--- src/rtl/bitblaster_pkg.sv ---
`default_nettype none
// ---------------------------------------------------------------------------
// Module   : bitblaster_pkg
// Purpose  : Shared opcode fields, sequencer state encoding and ld decode.
// Revision : 1.0
// ---------------------------------------------------------------------------
package bitblaster_pkg;

  localparam logic [3:0] OPC_LD_NIB  = 4'b0000;
  localparam logic [1:0] OPC_FMT_REG = 2'b00;

  typedef enum logic [2:0] {
    ST_IDLE     = 3'd0,
    ST_SETUP    = 3'd1,
    ST_HI       = 3'd2,
    ST_LO       = 3'd3,
    ST_FINISHED = 3'd4,
    ST_ERROR    = 3'd5
  } seq_state_t;

  // An ld carries its operand in the following program word.
  function automatic logic is_ld_word(input logic [9:0] word);
    return (word[9:8] == OPC_FMT_REG) && (word[3:0] == OPC_LD_NIB);
  endfunction

endpackage
`default_nettype wire

--- src/rtl/program_sequencer_step_pulse_gen.sv ---
`default_nettype none
// ---------------------------------------------------------------------------
// Module   : step_pulse_gen
// Purpose  : Phase timer for SETUP/HI/LO; issues phase-done strobes and the
//            registered step clock.
// Revision : 1.0
// ---------------------------------------------------------------------------
module step_pulse_gen
  import bitblaster_pkg::*;
#(
  parameter int HALF_CYC = 16
) (
  input  logic       clk,
  input  logic       rst,
  input  seq_state_t i_state,
  input  seq_state_t i_state_next,
  output logic       o_setup_done,
  output logic       o_hi_done,
  output logic       o_lo_done,
  output logic       o_step_clk
);

  localparam int            TW       = (HALF_CYC > 1) ? $clog2(HALF_CYC) : 1;
  localparam logic [TW-1:0] TMR_LAST = TW'(HALF_CYC - 1);

  logic [TW-1:0] tmr_q, tmr_d;
  logic          step_clk_q, step_clk_d;
  logic          in_phase;
  logic          phase_last;

  always_comb begin
    in_phase     = (i_state == ST_SETUP) || (i_state == ST_HI) || (i_state == ST_LO);
    phase_last   = in_phase && (tmr_q == TMR_LAST);
    tmr_d        = (in_phase && !phase_last) ? tmr_q + 1'b1 : '0;
    // Registered from the next state so the button line is glitch-free.
    step_clk_d   = (i_state_next == ST_HI);
    o_setup_done = phase_last && (i_state == ST_SETUP);
    o_hi_done    = phase_last && (i_state == ST_HI);
    o_lo_done    = phase_last && (i_state == ST_LO);
  end

  always_ff @(posedge clk) begin
    if (rst) begin
      tmr_q      <= '0;
      step_clk_q <= 1'b0;
    end else begin
      tmr_q      <= tmr_d;
      step_clk_q <= step_clk_d;
    end
  end

  assign o_step_clk = step_clk_q;

endmodule
`default_nettype wire

--- src/rtl/program_sequencer.sv ---
`default_nettype none
// ---------------------------------------------------------------------------
// Module   : program_sequencer
// Purpose  : Replays a stored program into the processor switch/step-button
//            inputs, using the done flag to find instruction boundaries.
// Revision : 1.0
// ---------------------------------------------------------------------------
module program_sequencer
  import bitblaster_pkg::*;
#(
  parameter int DEPTH     = 16,
  parameter int AW        = $clog2(DEPTH),
  parameter int HALF_CYC  = 16,
  parameter int MAX_STEPS = 4
) (
  input  logic          CLK_50MHz,
  input  logic          CLR,
  input  logic          PRG_WE,
  input  logic [AW-1:0] PRG_WADDR,
  input  logic [9:0]    PRG_WDATA,
  input  logic [AW:0]   PRG_LEN,
  input  logic          START,
  input  logic          DONE_I,
  output logic [9:0]    DATA_O,
  output logic          STEP_CLK_O,
  output logic          BUSY,
  output logic          FINISHED,
  output logic          ERR,
  output logic [AW:0]   PC_O
);

  localparam int            CW      = $clog2(MAX_STEPS + 1);
  localparam logic [CW-1:0] CNT_ONE = CW'(1);
  localparam logic [CW-1:0] CNT_TWO = CW'(2);
  localparam logic [CW-1:0] CNT_MAX = CW'(MAX_STEPS);
  localparam logic [AW:0]   LEN_MAX = (AW + 1)'(DEPTH);

  seq_state_t    state_q, state_d;
  logic [AW:0]   pc_q, pc_d;
  logic [AW:0]   len_q, len_d;
  logic [CW-1:0] cnt_q, cnt_d;
  logic          is_ld_q, is_ld_d;
  logic          final_q, final_d;
  logic [9:0]    mem_q [DEPTH];

  logic          busy;
  logic          pc_in_range;
  logic [9:0]    rd_word;
  logic          pc_step;
  logic [AW:0]   pc_next;
  logic          setup_done, hi_done, lo_done;

  step_pulse_gen #(
    .HALF_CYC (HALF_CYC)
  ) u_pulse (
    .clk          (CLK_50MHz),
    .rst          (CLR),
    .i_state      (state_q),
    .i_state_next (state_d),
    .o_setup_done (setup_done),
    .o_hi_done    (hi_done),
    .o_lo_done    (lo_done),
    .o_step_clk   (STEP_CLK_O)
  );

  always_comb begin
    busy        = (state_q == ST_SETUP) || (state_q == ST_HI) || (state_q == ST_LO);
    pc_in_range = (pc_q < len_q);
    // Past the end of the program the switches read zero; memory is never indexed there.
    rd_word     = pc_in_range ? mem_q[pc_q[AW-1:0]] : '0;
    pc_step     = (cnt_q == CNT_ONE) || ((cnt_q == CNT_TWO) && is_ld_q);
    pc_next     = (pc_step && pc_in_range) ? pc_q + 1'b1 : pc_q;
  end

  always_comb begin
    state_d = state_q;
    pc_d    = pc_q;
    len_d   = len_q;
    cnt_d   = cnt_q;
    is_ld_d = is_ld_q;
    final_d = final_q;
    case (state_q)
      ST_IDLE, ST_FINISHED, ST_ERROR: begin
        if (START) begin
          len_d   = (PRG_LEN > LEN_MAX) ? LEN_MAX : PRG_LEN;
          pc_d    = '0;
          cnt_d   = CNT_ONE;
          is_ld_d = 1'b0;
          final_d = 1'b0;
          state_d = (PRG_LEN == '0) ? ST_FINISHED : ST_SETUP;
        end
      end
      ST_SETUP: begin
        if (setup_done) begin
          if (cnt_q == CNT_ONE) begin
            is_ld_d = is_ld_word(rd_word);
            final_d = 1'b0;
          end else begin
            final_d = DONE_I;
          end
          state_d = ST_HI;
        end
      end
      ST_HI: begin
        if (hi_done) state_d = ST_LO;
      end
      ST_LO: begin
        if (lo_done) begin
          pc_d = pc_next;
          if (final_q) begin
            cnt_d   = CNT_ONE;
            state_d = (pc_next == len_q) ? ST_FINISHED : ST_SETUP;
          end else if (cnt_q == CNT_MAX) begin
            state_d = ST_ERROR;
          end else begin
            cnt_d   = cnt_q + 1'b1;
            state_d = ST_SETUP;
          end
        end
      end
      default: state_d = ST_IDLE;
    endcase
  end

  always_ff @(posedge CLK_50MHz) begin
    if (CLR) begin
      state_q <= ST_IDLE;
      pc_q    <= '0;
      len_q   <= '0;
      cnt_q   <= '0;
      is_ld_q <= 1'b0;
      final_q <= 1'b0;
    end else begin
      state_q <= state_d;
      pc_q    <= pc_d;
      len_q   <= len_d;
      cnt_q   <= cnt_d;
      is_ld_q <= is_ld_d;
      final_q <= final_d;
    end
  end

  // Program storage deliberately survives CLR.
  always_ff @(posedge CLK_50MHz) begin
    if (PRG_WE && !busy) mem_q[PRG_WADDR] <= PRG_WDATA;
  end

  assign DATA_O   = busy ? rd_word : '0;
  assign BUSY     = busy;
  assign FINISHED = (state_q == ST_FINISHED);
  assign ERR      = (state_q == ST_ERROR);
  assign PC_O     = pc_q;

endmodule
`default_nettype wire

--- config.mk ---
export PLATFORM = sky130hd
export DESIGN_NAME = program_sequencer
export DESIGN_NICKNAME = d
export VERILOG_FILES = /design/src/rtl/bitblaster_pkg.sv /design/src/rtl/program_sequencer_step_pulse_gen.sv /design/src/rtl/program_sequencer.sv
export SDC_FILE = /design/constraint.sdc
export NUM_CORES = 1
export LEC_CHECK = 0
export BUFFER_PORTS_ARGS = -buffer_cell sky130_fd_sc_hd__buf_2
export CORE_UTILIZATION = 60
export DETAILED_ROUTE_END_ITERATION = 10
export GPL_TIMING_DRIVEN = 0
export MAX_ROUTING_LAYER = met4
export PLACE_DENSITY = 0.79
export SYNTH_ARGS = -nofsm -noshare
export SYNTH_HDL_FRONTEND = slang
export SYNTH_SLANG_ARGS = --single-unit
--- constraint.sdc ---
create_clock -name CLK_50MHz -period 4.5 [get_ports CLK_50MHz]
set_input_delay 0.225 -clock CLK_50MHz [delete_from_list [all_inputs] [get_ports CLK_50MHz]]
set_output_delay 0.225 -clock CLK_50MHz [all_outputs]
set_load 0.02 [all_outputs]
==> results by group <==
Timing
  • Setup_tns: 0 ns
  • Slew HR: 16.1%
  • Max frequency: 0.292 GHz
  • Final setup vio count: 0
  • Fin. max-slew vios: 0
  • RSZ-0062 raised after global routing: no
  • Tmin final: 3.42 ns
  • Setup Skew: between 0.005 and 0.006 ns
  • Final Hold Violating Endpoints: 0
  • Final worst setup slack: 1.08 ns
  • Hold slack: approximately 0.074 ns
  • Final Cycle Share: 76.0%
  • Worst Max-Slew Pin Slew: 1.25 ns

Floorplan
  • Initial Utilization: 62.7%
  • Core ar.: between 10000 and 15000 um^2
  • DIE WIDTH: approximately 120 um
  • Ports: 43
  • Die ar.: 13300 um^2
  • Row cnt: 40
  • Die height: 115 um

Detailed routing
  • Drt total wl: between 15 and 20 mm
  • DR DRC count: 0
  • Via count: 4423
  • Starting DRT DRC Count: 388
  • Drt first pass iters: 5
  • Avg WL per Cell: 23.2 um
  • Vias per cell: 6.31
  • Remaining antenna violation count: 0

CTS
  • Clock Latency Late Sink: ~0.43 ns
  • Post_cts resized: 0
  • Clock transition at path regs: ~0.06 ns
  • Hold Buf Count CTS: 0
  • Clock Path Buffers: 2
  • CTS Root Cell: clkbuf_16
  • Max H-tree Level: 4
  • Num CTS Buffers: 17
  • CTS sink count: ~190
  • Post-CTS setup buffer count: 0
  • CTS tree: built

Synthesis
  • Post-synth EDFFs: 160
  • Syn_area_per_cell: roughly 17 um^2
  • Synth Register Bits: 187
  • Register area share after synthesis: between 60% and 70%
  • Largest cells by area after synthesis: edfxtp_1, mux4_2, dfxtp_1, ha_1, nor2_1
  • Post-synth top area cell: edfxtp_1
  • Area of the mapped netlist: 7690 um^2
  • Mapped Cells: around 460
  • Synth warnings: 0
  • Distinct cells, synth: 45
  • Primary FF master, synth: edfxtp_1
  • Async S/R FF share, synth: 0%
  • Mapped Nets: 490
  • Top cell type's share of synthesized area: between 60 and 70%

Worst setup path
  • Crit path cell chain: ha_1 > a21o_1 > a31o_1 > a31oi_1 > nand2_1 > nor3_1 > buf_2
  • R2r setup slk: 1.73 ns
  • Crit end category: output pin
  • Worst path bufs/invs: 1
  • Worst Path Arrival: between 3 and 4 ns
  • Startpoint Class: flip-flop
  • Path depth of the worst reg2reg path: 6
  • Max stage delay cell, worst path: a31oi_1
  • CP delay by family, top: compound AO/OA/AOI/OAI gates
  • CP Max Fanout: 8
  • Crit-path max cell delay: 0.64 ns
  • CP required: about 4.3 ns
  • WS Path Type: reg -> out
  • R2r endpoint: is_ld_q

Finish
  • Area delta synth->final: 13.4%
  • Final-layout fill cell count: approximately 770
  • Share of post-route cells with drive strength above 1: 25.3%
  • Final layout net count: around 550
  • Ant. Diodes: 0

Power
  • Pwr Total: 0.00343 W
  • LEAKAGE: between 2 and 3 nW
  • Pwr Density: slightly below 400 nW/um^2
  • Maximum VDD drop: 0.294 mV

GRT
  • Grt ovf: 0
  • Largest net degree at the start of global routing: 17
  • First-pass GRT wire length: 25.1 mm
  • Antenna violations before repair: 0
  • Number of global-route vias before repair: 4480
  • Gr usage total: 28.1%

Placement
  • Setup WS pre-CTS: 1.60 ns
  • I/O Buffers: 41
  • GPL Wtd Cong: ~0.9
  • Placed wire-length estimate: ~10 mm

Worst hold path
  • Hold Crit Class: in -> reg
  • Worst hold start: PRG_LEN[1]
  • Min-Delay Path Depth: 3
  • Hold Path Sink: len_q[1]

Flow run
  • Max-Cap Viols: 0

Outcome
  • Status: finished clean
-- flip-flops by register name, indices dropped and copies added (netlist names), named ones only --
signal,cells
mem_q,160
PC_O,5
len_q,5
u_pulse.tmr_q,4
cnt_q,3
state_q,3
final_q,1
is_ld_q,1
u_pulse.o_step_clk,1
-- through the flow --
stage	utilization (%)	cells	cell area (um^2)
3_5_place_dp	66.6	669	8170
2_1_floorplan	-	456	7690
6_report	71.1	701	8720
4_1_cts	71.1	701	8720
5_1_grt	71.1	701	8720
3_3_place_gp	66.1	665	8100
-- kinds of logic (layout without fill, tap and decap cells) --
kind of cell | count (synthesis) | count (layout) | synth area share [%]
multiplexers | 50 | 50 | 13.7
flip-flops | 187 | 187 | 69.5
AND/OR/NAND/NOR | 121 | 121 | 8.28
XOR/XNOR | 11 | 11 | 1.25
adder cells (fa/ha/maj) | 10 | 10 | 1.63
AO/OA/AOI/OAI | 50 | 50 | 4.25
buffers and inverters | 27 | 104 | 1.40
-- layer usage --
| metal | global-route usage (%) | up-vias | wire [um] |
|---|---|---|---|
| met5 | - | - | 0 |
| met4 | 13.9 | 0 | 632 |
| met3 | 5.43 | 59 | 1220 |
| met2 | 45.1 | 200 | 8210 |
| met1 | 34.6 | 2221 | 6180 |
| li1 | - | 1943 | - |
-- cell usage after synthesis (2+ instances only) --
cell	n
edfxtp_1	160
mux4_2	44
nor2_1	32
dfxtp_1	27
nand2_1	20
a21oi_1	16
inv_1	11
ha_1	10
nor3_1	10
and3_1	9
clkbuf_1	9
nand3_1	8
o21ai_0	8
nand3b_1	7
a211oi_1	6
and2_1	6
mux2i_1	6
nor2b_1	6
xnor2_1	6
buf_2	5
nand2b_1	5
xor2_1	5
or2_2	4
a21o_1	3
a311oi_1	3
a31oi_1	3
o22ai_1	3
or3_1	3
buf_1	2
nand4_1	2
o221ai_1	2
o22a_1	2
-- placed cells by master, fill, tap and decap left out, types with 10 or more instances in the layout --
cell type  instances
edfxtp_1         160
buf_2             46
mux4_2            44
nor2_1            32
dfxtp_1           27
nand2_1           20
clkbuf_16         17
a21oi_1           16
inv_1             11
ha_1              10
-- how the worst max path moves through the flow --
stage                          start           to  slack [ns]  depth (start not counted)
after detailed placement     PC_O[2]    DATA_O[9]        1.60                          7
after floorplan              PC_O[2]   state_q[2]        1.89                          7
after global placement    state_q[2]  mem_q[0][3]        1.43                          5
after global routing         PC_O[2]    DATA_O[9]        0.96                          7
final                        PC_O[2]    DATA_O[9]        1.08                          7
after CTS                    PC_O[2]    DATA_O[9]        1.13                          7
-- tightest hold or removal path, stage by stage --
cell and delay [ns]:
buf_2 0.10, nand3b_1 0.07, a21oi_1 0.06
-- area by class of cell --
cell class                 instances  area (um^2)  share of cell area, %
buffer                            16         66.3                  0.761
clock inverter                    15          125                   1.43
multi-input combinational        242         2260                   25.9
sequential                       187         5350                   61.3
clock buffer                      17          425                   4.88
inverter                          11         41.3                  0.474
tap                              168          210                   2.41
timing repair buffer              45          250                   2.87
-- power breakdown --
part | switching [W] | leakage [nW] | total [W] | internal (W)
clock network | 0.000634 | 0.264 | 0.00139 | 0.000760
registers | 0.00000909 | 1.66 | 0.00191 | 0.00190
logic | 0.0000856 | 0.942 | 0.000123 | 0.0000374
total | 0.000729 | 2.87 | 0.00343 | 0.00270
(Power assumes the default switching activity.)
